### config.mk
export PLATFORM = sky130hd
export DESIGN_NAME = wave_xfade_mux
export DESIGN_NICKNAME = d
export VERILOG_FILES = /design/src/rtl/wave_pkg.sv /design/src/rtl/wave_xfade_mix.sv /design/src/rtl/wave_xfade_mux.sv
export SDC_FILE = /design/constraint.sdc
export NUM_CORES = 1
export LEC_CHECK = 0
export CAP_MARGIN = 0
export CORE_ASPECT_RATIO = 1.4
export CORE_MARGIN = 8
export CORE_UTILIZATION = 55
export DETAILED_ROUTE_END_ITERATION = 8
export DONT_BUFFER_PORTS = 1
export GPL_TIMING_DRIVEN = 0
export PLACE_DENSITY = 0.7
export SYNTH_ARGS = -nofsm -noshare
export SYNTH_HDL_FRONTEND = slang
export SYNTH_HIERARCHICAL = 1
export SYNTH_SLANG_ARGS = --single-unit
### constraint.sdc
create_clock -name i_clk -period 12.1 [get_ports i_clk]
set_input_delay 3.025 -clock i_clk [delete_from_list [all_inputs] [get_ports i_clk]]
set_output_delay 3.025 -clock i_clk [all_outputs]
set_load 0.01 [all_outputs]
### src/rtl/wave_pkg.sv
// wave_pkg: shared waveform indices, default widths and sample/state types
package wave_pkg;
  localparam int WAVE_NOISE = 0;
  localparam int WAVE_TRI = 1;
  localparam int WAVE_SAW = 2;
  localparam int WAVE_SQUARE = 3;
  localparam int WAVE_SINE = 4;
  localparam int WAVE_DATA_W = 16;
  localparam int WAVE_N = 5;
  localparam int WAVE_SEL_W = 3;
  typedef logic signed [WAVE_DATA_W-1:0] sample_t;
  typedef enum logic {IDLE, FADE} xfade_state_t;
endpackage

### src/rtl/wave_xfade_mix.sv
// wave_xfade_mix: floor((a*(L-k) + b*k) / L) with L = 2^XFADE_LOG2
module wave_xfade_mix #(
  parameter int DATA_W = 16,
  parameter int XFADE_LOG2 = 6,
  localparam int KW = XFADE_LOG2 > 0 ? XFADE_LOG2 : 1
) (
  input  logic signed [DATA_W-1:0] a,
  input  logic signed [DATA_W-1:0] b,
  input  logic        [KW-1:0]     k,
  output logic        [DATA_W-1:0] mixed
);
  localparam int L = 1 << XFADE_LOG2;
  localparam int WW = XFADE_LOG2 + 2;
  localparam int PW = DATA_W + XFADE_LOG2 + 1;
  logic signed [WW-1:0] wa, wb;
  logic signed [PW-1:0] pa, pb;
  logic signed [PW:0] sum;
  // weights are non-negative and sum to L, so the result never leaves the input range
  always_comb begin
    wa = WW'(L) - WW'(k);
    wb = WW'(k);
    pa = PW'(a) * PW'(wa);
    pb = PW'(b) * PW'(wb);
    sum = (PW+1)'(pa) + (PW+1)'(pb);
    mixed = DATA_W'(sum >>> XFADE_LOG2);
  end
endmodule

### src/rtl/wave_xfade_mux.sv
// wave_xfade_mux: strobed waveform selector with a linear crossfade on selection change
module wave_xfade_mux
  import wave_pkg::*;
#(
  parameter int DATA_W = WAVE_DATA_W,
  parameter int N_WAVES = WAVE_N,
  parameter int SEL_W = WAVE_SEL_W,
  parameter int XFADE_LOG2 = 6,
  parameter int RST_SEL = WAVE_SINE
) (
  input  logic                      i_clk,
  input  logic                      i_rst_n,
  input  logic                      i_sample_en,
  input  logic [SEL_W-1:0]          i_sel,
  input  logic [N_WAVES*DATA_W-1:0] i_waves,
  output logic [DATA_W-1:0]         o_data,
  output logic                      o_valid,
  output logic                      o_busy
);
  localparam int KW = XFADE_LOG2 > 0 ? XFADE_LOG2 : 1;
  localparam logic [KW-1:0] K_LAST = KW'((1 << XFADE_LOG2) - 1);
  localparam logic [SEL_W-1:0] SEL_MAX = SEL_W'(N_WAVES - 1);
  localparam logic [SEL_W-1:0] SEL_RST = SEL_W'(RST_SEL);
  xfade_state_t state_q, state_d;
  logic [SEL_W-1:0] cur_q, cur_d, nxt_q, nxt_d, sel_m;
  logic [KW-1:0] k_q, k_d;
  logic signed [DATA_W-1:0] waves [N_WAVES];
  logic [DATA_W-1:0] mixed;
  for (genvar w = 0; w < N_WAVES; w++) begin : g_unpack
    assign waves[w] = i_waves[w*DATA_W +: DATA_W];
  end
  assign sel_m = i_sel > SEL_MAX ? SEL_MAX : i_sel;
  assign o_busy = state_q == FADE;
  // in IDLE k is 0, so the mixer passes the current waveform through unchanged
  wave_xfade_mix #(.DATA_W(DATA_W), .XFADE_LOG2(XFADE_LOG2)) u_mix (
    .a(waves[cur_q]),
    .b(waves[nxt_q]),
    .k(k_q),
    .mixed(mixed)
  );
  always_comb begin
    state_d = state_q;
    cur_d = cur_q;
    nxt_d = nxt_q;
    k_d = k_q;
    if (i_sample_en) begin
      if (state_q == FADE) begin
        if (k_q == K_LAST) begin
          cur_d = nxt_q;
          k_d = '0;
          state_d = IDLE;
        end else begin
          k_d = k_q + KW'(1);
        end
      end else if (sel_m != cur_q) begin
        if (XFADE_LOG2 == 0) begin
          cur_d = sel_m;
        end else begin
          nxt_d = sel_m;
          k_d = '0;
          state_d = FADE;
        end
      end
    end
  end
  always_ff @(posedge i_clk or negedge i_rst_n) begin
    if (!i_rst_n) begin
      state_q <= IDLE;
      cur_q <= SEL_RST;
      nxt_q <= SEL_RST;
      k_q <= '0;
      o_data <= '0;
      o_valid <= 1'b0;
    end else begin
      state_q <= state_d;
      cur_q <= cur_d;
      nxt_q <= nxt_d;
      k_q <= k_d;
      o_valid <= i_sample_en;
      if (i_sample_en) o_data <= mixed;
    end
  end
endmodule

==> results.json, run 1 <==
{
  "nNetsFinal": 1416,
  "synth_edf_count": 0,
  "ff2ff_setup_slack_ns": 4.28,
  "postCtsHoldBufs": 0,
  "grt_pass1_vias": 8197,
  "final_cell_mix": "212 x inv_1, 179 x fa_1, 159 x and2_1, 70 x ha_1, 62 x mux2i_1",
  "drc": 0,
  "async_flop_share": 1.00,
  "timing.rr.end": "o_data[15]$_DFFE_PN0P_",
  "hold_depth": 1,
  "cts-buffers-inserted": 5,
  "critPathLaunch": "i_waves[73]",
  "required_ns": 12.27,
  "crit_buf_inv": 3,
  "fmax_mhz": 106,
  "path_max_fanout": 6,
  "htree_levels": 2,
  "viasPerCell": 5.75,
  "ioPinCount": 104,
  "grt_pass1_wl_mm": 43.9,
  "slew_headroom": 0.297,
  "status": "finished clean",
  "cpMostUsedCell": "fa_1",
  "area_growth_pct": 5.08,
  "synth_ff_type": "dfrtp_1",
  "root_buffer": "clkbuf_16",
  "path_cells": "mux2i_1, nor2_1, a21oi_1, o22ai_1, nand2_1, fa_1, inv_1, fa_1, fa_1, fa_1, fa_1, inv_1, fa_1, inv_1, ha_1, a21o_1, a2111oi_0, or3_1, o2111a_1, o31ai_2, xnor2_1, mux2_2",
  "vias": 7605,
  "initial_core_util": 0.555,
  "drt-initial-drc-count": 500,
  "coreArea_um2": 17700,
  "synth_area_um2": 9820,
  "met2_length_mm": 14.7,
  "syn_area_per_cell_um2": 9.15,
  "rows": 58,
  "dp_hpwl_mm": 23.4,
  "met3_length_mm": 1.62,
  "cp_data_arrival_time_ns": 9.57,
  "synthCells": 1074,
  "postPlaceCellArea_um2": 10100,
  "r2r-start": "k_q[3]$_DFFE_PN0P_",
  "fin_tns_setup_ns": 0,
  "cp_top_family": "adder cells",
  "critical_path.startpoint_type": "input port",
  "die_width_um": 129,
  "drt_wl_total_mm": 27.4,
  "final_common_cell": "inv_1",
  "reg2reg_depth": 24,
  "overflow": 0,
  "cts.path.max_buffers": 2,
  "antenna_found_initial": 0,
  "yosys.area.top_type": "fa_1",
  "fin_crit_sh": 0.777,
  "final_area_um2": 10300,
  "post_cts_buffers": 0,
  "synth_area_leaders": "fa_1 36%, and2_1 10%, ha_1 8.9%",
  "num_antenna_cells": 0,
  "dieArea_um2": 22500,
  "layout_min_cycle_time_ns": 9.41,
  "critical_path_cell_count": 22,
  "ys_seq_area_frac": 0.0767,
  "maxCapViolCount": 0,
  "clock-sinks": 30,
  "cp-end-kind": "register",
  "maxSlewViolCount": 0,
  "path_class": "input port to register",
  "portBuffers": 0,
  "wl_per_cell_um": 20.7,
  "clkLatencyLatePin_ns": 0.28,
  "hold_viol": 0,
  "ant_nets": 0,
  "finalSetupViolCount": 0,
  "final_util": 0.583,
  "ys_warn_count": 6,
  "clk_pin_slew_ns": 0.05,
  "track_usage": 0.254,
  "synth_top_area_frac": 0.365,
  "critical_path.slowest_cell": "a2111oi_0",
  "drive_gt1_frac": 0.0545,
  "hold_path.class": "register to register",
  "crit_end": "o_data[15]$_DFFE_PN0P_",
  "dr.pass1.iters": 5,
  "yosys_register_bits": 30,
  "tightest_slew_ns": 1.05,
  "fin_worst_skew_ns": 0.00712,
  "m1WireLength_mm": 9.34,
  "syn_nets": 1409,
  "gp_congestion": 0.927,
  "grt_max_degree": 31,
  "cts_tree": "done",
  "rsz0062_at_grt": "no",
  "maxUsedRoutingLayer": "met4",
  "synth.distinct_cells": 60,
  "max_stage_delay_ns": 0.69,
  "die_h_um": 174,
  "postCtsResizedCells": 0
}
==> routing by layer <==
layer	GRT usage	up-vias
li1	-	3364
met1	0.279	3851
met2	0.455	288
met3	0.0365	102
met4	0.143	0
met5	0	-
==> through the flow <==
step | hold WS, ns | std cells | setup WS, ns
after global placement | 0.572 | 1314 | 2.44
after CTS | 0.578 | 1322 | 2.69
after global routing | 0.598 | 1322 | 2.43
final | 0.582 | 1322 | 2.69
after floorplan | 0.531 | 1074 | 3.25
after detailed placement | 0.567 | 1314 | 2.43
==> cell usage after synthesis (all sizes together) (3+ instances only) <==
cell,instances
inv,212
mux2,23
or3,3
o21ai,12
a21o,9
mux2i,62
nor2,52
xnor2,25
nor2b,4
a31oi,3
nand2,59
ha,70
a21oi,41
nor3,5
o21a,5
xor2,8
nand2b,4
buf,16
o22ai,32
fa,179
and2,159
clkbuf,26
and3,3
dfrtp,28
nand3,5
==> flip-flops by register name, indices dropped and copies added, names as in the netlist <==
| register | cells |
|---|---|
| k_q | 6 |
| nxt_q | 3 |
| o_data | 16 |
| cur_q | 3 |
| o_busy | 1 |
| o_valid | 1 |
==> logic make-up after synthesis <==
logic type / share of synthesized area
AO/OA/AOI/OAI: 0.0769
XOR/XNOR: 0.0317
adder cells (fa/ha/maj): 0.454
buffers and inverters: 0.101
flip-flops: 0.0767
multiplexers: 0.0930
AND/OR/NAND/NOR: 0.166
==> worst min-delay path by stage <==
stage / endpoint / slack, ns / start
finish: k_q[4]$_DFFE_PN0P_ / 0.58 / k_q[4]$_DFFE_PN0P_
global route: o_data[14]$_DFFE_PN0P_ / 0.60 / o_data[14]$_DFFE_PN0P_
CTS: k_q[4]$_DFFE_PN0P_ / 0.58 / k_q[4]$_DFFE_PN0P_
detailed placement: k_q[4]$_DFFE_PN0P_ / 0.57 / k_q[4]$_DFFE_PN0P_
global placement: k_q[4]$_DFFE_PN0P_ / 0.57 / k_q[4]$_DFFE_PN0P_
floorplan: k_q[4]$_DFFE_PN0P_ / 0.53 / k_q[4]$_DFFE_PN0P_
==> final cells by class <==
cell class              count  area (um2)
inverters                 212         796
multi-input cells         790        8080
clock inverters             2        60.1
flip-flops and latches     30         753
plain buffers              42         200
well taps                 240         300
clock buffers               6         139
fillers                  1610        7380
Power of run 1 is not shown: default switching activity piles up to over one toggle a cycle in this logic, so the estimate is an artifact.
==> run 2: changes to the inputs <==
- clock period: 12.1 -> 9.2 ns (I/O delays scaled with it)
==> results of run 2 <==
The final DEF is identical to that of run 1. Status: finished clean.
Among the figures that moved: setup slack after placement 2.43 ns -> 0.256 ns; setup slack after layout 2.69 ns -> 0.518 ns; register-to-register setup slack 4.28 ns -> 1.38 ns
Power of run 2 is left out for the same reason.
==> run 3: changes to the inputs <==
==> constraint.sdc (replaced) <==
create_clock -name i_clk -period 9.2 [get_ports i_clk]
set_input_delay 1.84 -clock i_clk [delete_from_list [all_inputs] [get_ports i_clk]]
set_output_delay 1.84 -clock i_clk [all_outputs]
set_load 0.01 [all_outputs]
==> results of run 3 <==
The final DEF is identical to that of run 1. Status: finished clean.
Among the figures that moved: setup slack after placement 2.43 ns -> 0.716 ns; setup slack after layout 2.69 ns -> 0.978 ns; register-to-register setup slack 4.28 ns -> 1.38 ns
Power of run 3 is left out for the same reason.
